## config.mk

```make
export PLATFORM = sky130hd
export DESIGN_NAME = mavg_channel_arbiter
export DESIGN_NICKNAME = d
export VERILOG_FILES = /design/src/rtl/mavg_channel_arbiter.sv
export SDC_FILE = /design/constraint.sdc
export NUM_CORES = 1
export LEC_CHECK = 0
export BUFFER_PORTS_ARGS = -buffer_cell sky130_fd_sc_hd__buf_2
export CORE_MARGIN = 5
export CORE_UTILIZATION = 51
export CTS_CLUSTER_DIAMETER = 50
export DETAILED_ROUTE_END_ITERATION = 7
export PLACE_DENSITY = 0.86
export SLEW_MARGIN = 20
export SYNTH_ARGS = -nofsm -noshare
export SYNTH_HDL_FRONTEND = slang
export SYNTH_SLANG_ARGS = --single-unit
```

## constraint.sdc

```tcl
create_clock -name clk_i -period 2.7 [get_ports clk_i]
set_input_delay 0.405 -clock clk_i [delete_from_list [all_inputs] [get_ports clk_i]]
set_output_delay 0.405 -clock clk_i [all_outputs]
set_load 0.05 [all_outputs]
```

## src/rtl/mavg_channel_arbiter.sv

```systemverilog
// rtl/mavg_channel_arbiter.sv - round-robin scheduler sharing one moving-average engine
// between N_CH sample requesters, with an engine-hang timeout and sticky error flag.
module mavg_channel_arbiter #(
  parameter int N_CH    = 3,
  parameter int CH_W    = 2,
  parameter int TIMEOUT = 600,
  parameter int TO_W    = 10
) (
  input  logic              clk_i,
  input  logic              rst_i,
  input  logic [N_CH-1:0]   req_valid_i,
  input  logic [N_CH*8-1:0] req_data_i,
  output logic [N_CH-1:0]   req_ready_o,
  output logic              eng_start_o,
  output logic [CH_W-1:0]   eng_ch_o,
  output logic [7:0]        eng_data_o,
  input  logic              eng_done_i,
  input  logic [7:0]        eng_result_i,
  output logic [N_CH-1:0]   res_valid_o,
  output logic [N_CH*8-1:0] res_data_o,
  output logic              timeout_err_o,
  output logic [CH_W-1:0]   err_ch_o,
  input  logic              timeout_clr_i
);

  typedef enum logic [1:0] {S_IDLE, S_ISSUE, S_WAIT, S_WB} state_t;

  localparam logic [TO_W-1:0] TO_LAST = TO_W'(TIMEOUT - 1);
  localparam logic [TO_W-1:0] TO_MAX  = TO_W'(TIMEOUT);
  localparam logic [CH_W-1:0] CH_LAST = CH_W'(N_CH - 1);

  state_t            state_q, state_d;
  logic [CH_W-1:0]   rr_ptr_q, rr_ptr_d;
  logic [CH_W-1:0]   ch_q, ch_d;
  logic [7:0]        data_q, data_d;
  logic [TO_W-1:0]   cnt_q, cnt_d;
  logic [N_CH*8-1:0] res_data_q, res_data_d;
  logic              err_q, err_d;
  logic [CH_W-1:0]   err_ch_q, err_ch_d;

  logic [N_CH-1:0]   rot_req;
  logic              gnt_any;
  logic [CH_W-1:0]   gnt_ch;
  logic [7:0]        gnt_data;
  logic              to_hit;

  // Rotate so bit 0 is the channel just after rr_ptr; lowest set bit wins.
  always_comb begin
    rot_req = N_CH'({req_valid_i, req_valid_i} >> (int'(rr_ptr_q) + 1));
    gnt_any = 1'b0;
    gnt_ch  = '0;
    for (int j = N_CH - 1; j >= 0; j--) begin
      if (rot_req[j]) begin
        gnt_any = 1'b1;
        gnt_ch  = CH_W'((int'(rr_ptr_q) + 1 + j) % N_CH);
      end
    end
  end

  always_comb begin
    gnt_data = '0;
    for (int k = 0; k < N_CH; k++) begin
      if (gnt_ch == CH_W'(k)) gnt_data = req_data_i[8*k +: 8];
    end
  end

  assign to_hit = (state_q == S_WAIT) && !eng_done_i && (cnt_q == TO_LAST);

  always_ff @(posedge clk_i) begin
    if (rst_i) state_q <= S_IDLE;
    else       state_q <= state_d;
  end

  always_comb begin
    state_d = state_q;
    unique case (state_q)
      S_IDLE:  if (gnt_any) state_d = S_ISSUE;
      S_ISSUE: state_d = S_WAIT;
      S_WAIT: begin
        if (eng_done_i)  state_d = S_WB;
        else if (to_hit) state_d = S_IDLE;
      end
      S_WB:    state_d = S_IDLE;
      default: state_d = S_IDLE;
    endcase
  end

  always_comb begin
    req_ready_o = '0;
    eng_start_o = 1'b0;
    res_valid_o = '0;
    unique case (state_q)
      S_IDLE:  if (gnt_any) req_ready_o = N_CH'(1) << gnt_ch;
      S_ISSUE: eng_start_o = 1'b1;
      S_WB:    res_valid_o = N_CH'(1) << ch_q;
      default: ;
    endcase
  end

  always_comb begin
    rr_ptr_d   = rr_ptr_q;
    ch_d       = ch_q;
    data_d     = data_q;
    cnt_d      = cnt_q;
    res_data_d = res_data_q;
    err_d      = err_q;
    err_ch_d   = err_ch_q;
    unique case (state_q)
      S_IDLE: begin
        if (gnt_any) begin
          ch_d   = gnt_ch;
          data_d = gnt_data;
        end
      end
      S_ISSUE: cnt_d = '0;
      S_WAIT: begin
        if (cnt_q != TO_MAX) cnt_d = cnt_q + TO_W'(1);
        // Slot is loaded on the answer so it is already valid while res_valid pulses.
        if (eng_done_i) begin
          for (int k = 0; k < N_CH; k++) begin
            if (ch_q == CH_W'(k)) res_data_d[8*k +: 8] = eng_result_i;
          end
        end else if (to_hit) begin
          rr_ptr_d = ch_q;
        end
      end
      S_WB:    rr_ptr_d = ch_q;
      default: ;
    endcase
    if (timeout_clr_i) begin
      err_d    = 1'b0;
      err_ch_d = '0;
    end else if (to_hit) begin
      err_d    = 1'b1;
      err_ch_d = ch_q;
    end
  end

  always_ff @(posedge clk_i) begin
    if (rst_i) begin
      rr_ptr_q   <= CH_LAST;
      ch_q       <= '0;
      data_q     <= '0;
      cnt_q      <= '0;
      res_data_q <= '0;
      err_q      <= 1'b0;
      err_ch_q   <= '0;
    end else begin
      rr_ptr_q   <= rr_ptr_d;
      ch_q       <= ch_d;
      data_q     <= data_d;
      cnt_q      <= cnt_d;
      res_data_q <= res_data_d;
      err_q      <= err_d;
      err_ch_q   <= err_ch_d;
    end
  end

  assign eng_ch_o      = ch_q;
  assign eng_data_o    = data_q;
  assign res_data_o    = res_data_q;
  assign timeout_err_o = err_q;
  assign err_ch_o      = err_ch_q;

endmodule
```

==> results of run 1 <==
==> cell type report <==
class,instances,area [µm²]
sequential,51,1026
inverter,8,30.03
tap,70,87.58
timing repair buffer,93,495.5
fill,430,1770
clock buffer,6,82.58
multi-input combinational,199,1483
clock inverter,2,35.03
==> layout by cell type, fill, tap and decap left out, types with 2 or more instances in the layout <==
cell type and n:
and3_1 5, a221oi_2 8, and2_1 2, nand4_1 2
mux2i_1 39, nor3_1 7, buf_4 12, buf_2 81
nor3b_1 2, nor4bb_1 3, nor2b_1 7, clkbuf_8 6
dfxtp_1 49, nand2_1 17, o31a_1 2, o21ai_0 2
ha_1 6, inv_1 8, and4b_1 2, o21bai_1 8
nand2b_1 4, nand3_1 5, a21oi_1 8, o21a_1 2
a211oi_1 4, nor2_1 41, mux2_2 3
==> worst register-to-register path: cells and delay by family, from the launching register on <==
kind	cells	cell delay (ns)
buffers and inverters	3	0.42
adders and majority gates	1	0.35
and+or+nand+nor	2	0.22
AOI/OAI and AO/OA	2	0.58
DFF	1	0.40
==> per-stage QoR <==
stage | util | setup WS, ns | power [mW] | cells
after floorplan | - | 0.1280 | 1.179 | 274
after global placement | 0.6114 | 0.1650 | 1.286 | 417
after detailed placement | 0.6114 | 0.08757 | 1.298 | 417
after CTS | 0.6369 | 0.004369 | 1.847 | 425
after global routing | 0.6466 | -0.01285 | 1.923 | 429
final | 0.6466 | 0.09115 | 1.847 | 429
==> path summary, 6_finish.rpt <==
path	start	endpoint	slack [ns]	cells past startpoint
setup reg to reg	rr_ptr_q[0]$_SDFFE_PP0P_	eng_data_o[6]$_SDFFE_PP0P_	0.65	8
hold reg to reg	timeout_err_o$_SDFFE_PP0P_	timeout_err_o$_SDFFE_PP0P_	0.46	2
setup / recovery	rr_ptr_q[0]$_SDFFE_PP0P_	req_ready_o[2]	0.09	8
hold / removal	timeout_clr_i	timeout_err_o$_SDFFE_PP0P_	0.28	2
==> power groups by stage <==
stage / clock network [mW] / logic, mW / registers [mW]
2_1_floorplan: 0 / 0.248 / 0.930
3_3_place_gp: 0 / 0.445 / 0.841
3_5_place_dp: 0 / 0.456 / 0.842
4_1_cts: 0.560 / 0.462 / 0.825
5_1_grt: 0.585 / 0.509 / 0.830
6_report: 0.548 / 0.475 / 0.825
==> sequential cells by signal, indices dropped and copies added, names as in the netlist <==
register,count
res_data_o,24
cnt_q,10
eng_data_o,8
eng_ch_o,2
err_ch_o,2
rr_ptr_q,2
state_q,2
timeout_err_o,1
==> cells by family after synthesis <==
kind of cell / after synthesis / synth area share
AO/OA/AOI/OAI: 42 / 0.1481
AND/OR/NAND/NOR: 107 / 0.2127
adder cells (fa/ha/maj): 6 / 0.02894
flip-flops: 51 / 0.3936
multiplexers: 42 / 0.1635
buffers and inverters: 24 / 0.04631
XOR/XNOR: 2 / 0.006755
==> layer usage <==
layer	part of all wire	vias to the layer above	GRT usage
li1	-	1136	-
met1	0.42	1047	0.2275
met2	0.49	57	0.3502
met3	0.057	15	0.04878
met4	0.028	0	0.08953
met5	0	-	0
==> repair_timing <==
item,4_1_cts,5_1_grt
setup endpoints to repair,3,3
pin swaps,1,2
buffers inserted,0,4
gates resized for setup,4,3
==> impl_metrics.tcl, run 1 <==
set metrics [dict create \
    outcome "finished, final reports clean" \
    ios 83 \
    crit_path_end_kind "primary output" \
    clk_latency_ns 0.30 \
    hold_viol 0 \
    wirelength_um 6297 \
    skew_ns 0.006551 \
    die_w_um 81.32 \
    critPathBufInv 3 \
    layout.nets 403 \
    io_buffer_count 82 \
    ys_warn_count 0 \
    p_sw_uw 596.2 \
    tns_ns 0 \
    required_ns 2.30 \
    grt_pass1_vias 2300 \
    critPathMaxFanout 9 \
    syn2layout_area_growth_pct 24.89 \
    initial_core_util 0.5177 \
    yosysTopAreaCell "dfxtp_1" \
    fin_hold_ws_ns 0.2819 \
    worstMarginPinSlew_ns 0.8724 \
    slowest_stage "dfxtp_4" \
    ys_seq_elements 51 \
    setup-violations-final 0 \
    track_usage 0.1998 \
    hold_buffers 0 \
    synth_edf_count 0 \
    p_leak_nw 1.533 \
    placed_cell_area_um2 3063 \
    root_buffer "clkbuf_8" \
    syn_area_um2 2594 \
    period_needed_ns 2.609 \
    peakVddDrop_v 0.0004035 \
    antenna_cells 0 \
    layout-drive-gt1-share 0.3398 \
    start_kind "register" \
    firstDrtPassIters 5 \
    vias_per_cell 5.256 \
    routabilityCongestion 0.8006 \
    synth_top_area_share 0.3936 \
    ant_nets 0 \
    power_density_nw_per_um2 570.3 \
    path_delay_family "buffers and inverters" \
    drt_iter0_drc 83 \
    clk_path_buf_depth 2 \
    ys_top_cells_by_area "dfxtp_1, mux2i_1, nor2_1, a221oi_2, ha_1" \
    synth_cell_type_count 44 \
    clock_power_share 0.297 \
    core_region_area_um2 5010 \
    p_sw_frac 0.3227 \
    cts_buffers 5 \
    design_area_um2 3239 \
    cp.arrival_ns 2.20 \
    netlist_top_cells_count "dfxtp_1, nor2_1, mux2i_1, nand2_1, clkbuf_1" \
    p_int_mw 1.251 \
    synth_seq_area_share 0.3936 \
    slew_headroom 0.4184 \
    h-tree-depth 2 \
    num_vias 2255 \
    postSynthAreaPerCell_um2 9.466 \
    grt_pass1_wl_um 10340 \
    grt_antenna_before_repair 0 \
    dp_hpwl_um 4597 \
    clkTransAtPathRegs_ns 0.09 \
    syn_inst 274 \
    maxCapViolCount 0 \
    async_reset_ff_frac 0 \
    cts_tree "done" \
    seqPwrFrac 0.446 \
    clkSinkCount 51 \
    pwr-share-comb 0.257 \
    synth_fp_nets 319 \
    max_freq_ghz 0.3833 \
    worstPathCellList "inv_1, ha_1, nor3b_2, o32ai_2, buf_4, nor2_4, and2_1, buf_2" \
    ys.flop_type "dfxtp_1" \
    fin_crit_sh 0.9662 \
    routedWlPerCell_um 14.68 \
    die_h_um 81.32 \
    grt_max_degree 52 \
    drc_errors 0 \
    rows 26 \
    yosysMostFrequentCell "dfxtp_1" \
    die-area_um2 6612 \
    maxSlewViolCount 0 \
    hp-class "primary input to register" \
    slowest_delay_ns 0.40 \
    overflow 0 \
    path_class "register to primary output" \
]
(Power assumes the default switching activity.)
==> inputs of run 2 (changes only) <==
CAP_MARGIN = 20   (was not set)
clock period = 3 ns   (was 2.7 ns; I/O delays follow)
==> impl_metrics.tcl, run 2 (same netlist as run 1, synthesis figures left out) <==
set metrics [dict create \
    outcome "finished, final reports clean" \
    met2_length_um 2982 \
    cp.arrival_ns 2.39 \
    worstMarginPinSlew_ns 0.8610 \
    routedWlPerCell_um 14.37 \
    ant_nets 0 \
    fin_hold_ws_ns 0.3367 \
    io_buffer_count 82 \
    layout-drive-gt1-share 0.3249 \
    antenna_cells 0 \
    clkSinkCount 51 \
    clk_path_buf_depth 2 \
    overflow 0 \
    initial_core_util 0.5177 \
    start_kind "register" \
    slowest_delay_ns 0.46 \
    required_ns 2.55 \
    critPathMaxFanout 12 \
    path_delay_family "simple AND/OR/NAND/NOR gates" \
    wirelength_um 6093 \
    die_w_um 81.32 \
    cts_tree "done" \
    die_h_um 81.32 \
    hp-class "primary input to register" \
    rsz0062_at_grt "no" \
    drc_errors 0 \
    worstPathCellList "inv_1, ha_1, nor2b_1, o2bb2ai_1, o32ai_2, and2_1, nor2b_1, buf_2" \
    skew_ns 0.009218 \
    final_cells 424 \
    wl_met3_um 377 \
    placed_cell_area_um2 3053 \
    clk_latency_ns 0.30 \
    path_class "register to primary output" \
    rr_worst_depth 6 \
    maxSlewViolCount 0 \
    endpoint "req_ready_o[1]" \
    wl_met1_um 2581 \
    largest_register_ffs 24 \
    mostFrequentLayoutCells "buf_2, dfxtp_1, nor2_1" \
    grt_pass1_wl_um 10380 \
    crit_path_end_kind "primary output" \
    fin_crit_sh 0.9478 \
    routabilityCongestion 0.8211 \
    clkTransAtPathRegs_ns 0.10 \
    max_freq_ghz 0.3517 \
    grt_antenna_before_repair 0 \
    cts_buffers 5 \
    hold_viol 0 \
    setup-violations-final 0 \
    final_common_cell "buf_2" \
    vias_per_cell 5.358 \
    peakVddDrop_v 0.0003186 \
    core_region_area_um2 5010 \
    slowest_stage "dfxtp_2" \
    h-tree-depth 2 \
    critPathBufInv 2 \
    design_area_um2 3152 \
    firstDrtPassIters 4 \
    track_usage 0.1975 \
    p_leak_nw 1.490 \
    tns_ns 0 \
    drt_iter0_drc 111 \
    routed.top_layer "met4" \
    root_buffer "clkbuf_8" \
    grt_max_degree 52 \
    syn2layout_area_growth_pct 21.51 \
    reg2reg_from "rr_ptr_q[0]$_SDFFE_PP0P_" \
    layout.nets 398 \
    die-area_um2 6612 \
    period_needed_ns 2.844 \
    reg2reg_slack_ns 0.85 \
    grt_pass1_vias 2349 \
    cp_common_cell "nor2b_1" \
    final_core_util 0.6291 \
    rows 26 \
    post-place-cells 416 \
    cts_setup_buffers 0 \
    r2r_end "eng_data_o[7]$_SDFFE_PP0P_" \
    maxCapViolCount 0 \
    ios 83 \
    dp_hpwl_um 4621 \
    slew_headroom 0.4260 \
    cp-startpoint "rr_ptr_q[0]$_SDFFE_PP0P_" \
    power_density_nw_per_um2 497.3 \
    num_vias 2272 \
    path_depth 8 \
]
run 2: worst min-delay path by stage:
stage	startpoint	to	slack (ns)	cells past startpoint
floorplan	cnt_q[6]$_SDFFE_PP0P_	cnt_q[6]$_SDFFE_PP0P_	0.47	1
global placement	timeout_err_o$_SDFFE_PP0P_	timeout_err_o$_SDFFE_PP0P_	0.44	2
detailed placement	timeout_err_o$_SDFFE_PP0P_	timeout_err_o$_SDFFE_PP0P_	0.45	2
CTS	timeout_clr_i	timeout_err_o$_SDFFE_PP0P_	0.33	2
global route	timeout_clr_i	timeout_err_o$_SDFFE_PP0P_	0.35	2
finish	timeout_clr_i	timeout_err_o$_SDFFE_PP0P_	0.34	2
run 2: metal layers:
layer,track usage,vias to the layer above
met5,0,-
met4,0.08108,0
met3,0.05432,12
met2,0.3331,59
met1,0.2349,1068
li1,-,1133
run 2: what timing repair did:
| item | in CTS | in global routing |
|---|---|---|
| hold buffers | 0 | 0 |
| endpoints found under the setup margin | 1 | 1 |
| gates resized for setup | 1 | 1 |
run 2: where the power goes:
part | switching (mW) | internal, mW
clock | 0.243 | 0.172
combinational | 0.273 | 0.136
sequential | 0.0342 | 0.710
total | 0.550 | 1.02
run 2: per-stage QoR:
step	total power, mW	setup WS, ns
global placement	1.157	0.4451
floorplan	1.060	0.1331
CTS	1.582	0.02931
detailed placement	1.167	0.3553
finish	1.567	0.1565
global route	1.649	0.01608
run 2: cell type report:
class	instances	area, µm²
sequential	51	1023
multi-input combinational	199	1459
tap	70	87.58
fill	478	1858
inverter	8	30.03
clock buffer	5	68.82
timing repair buffer	88	455.4
clock inverter	3	27.53
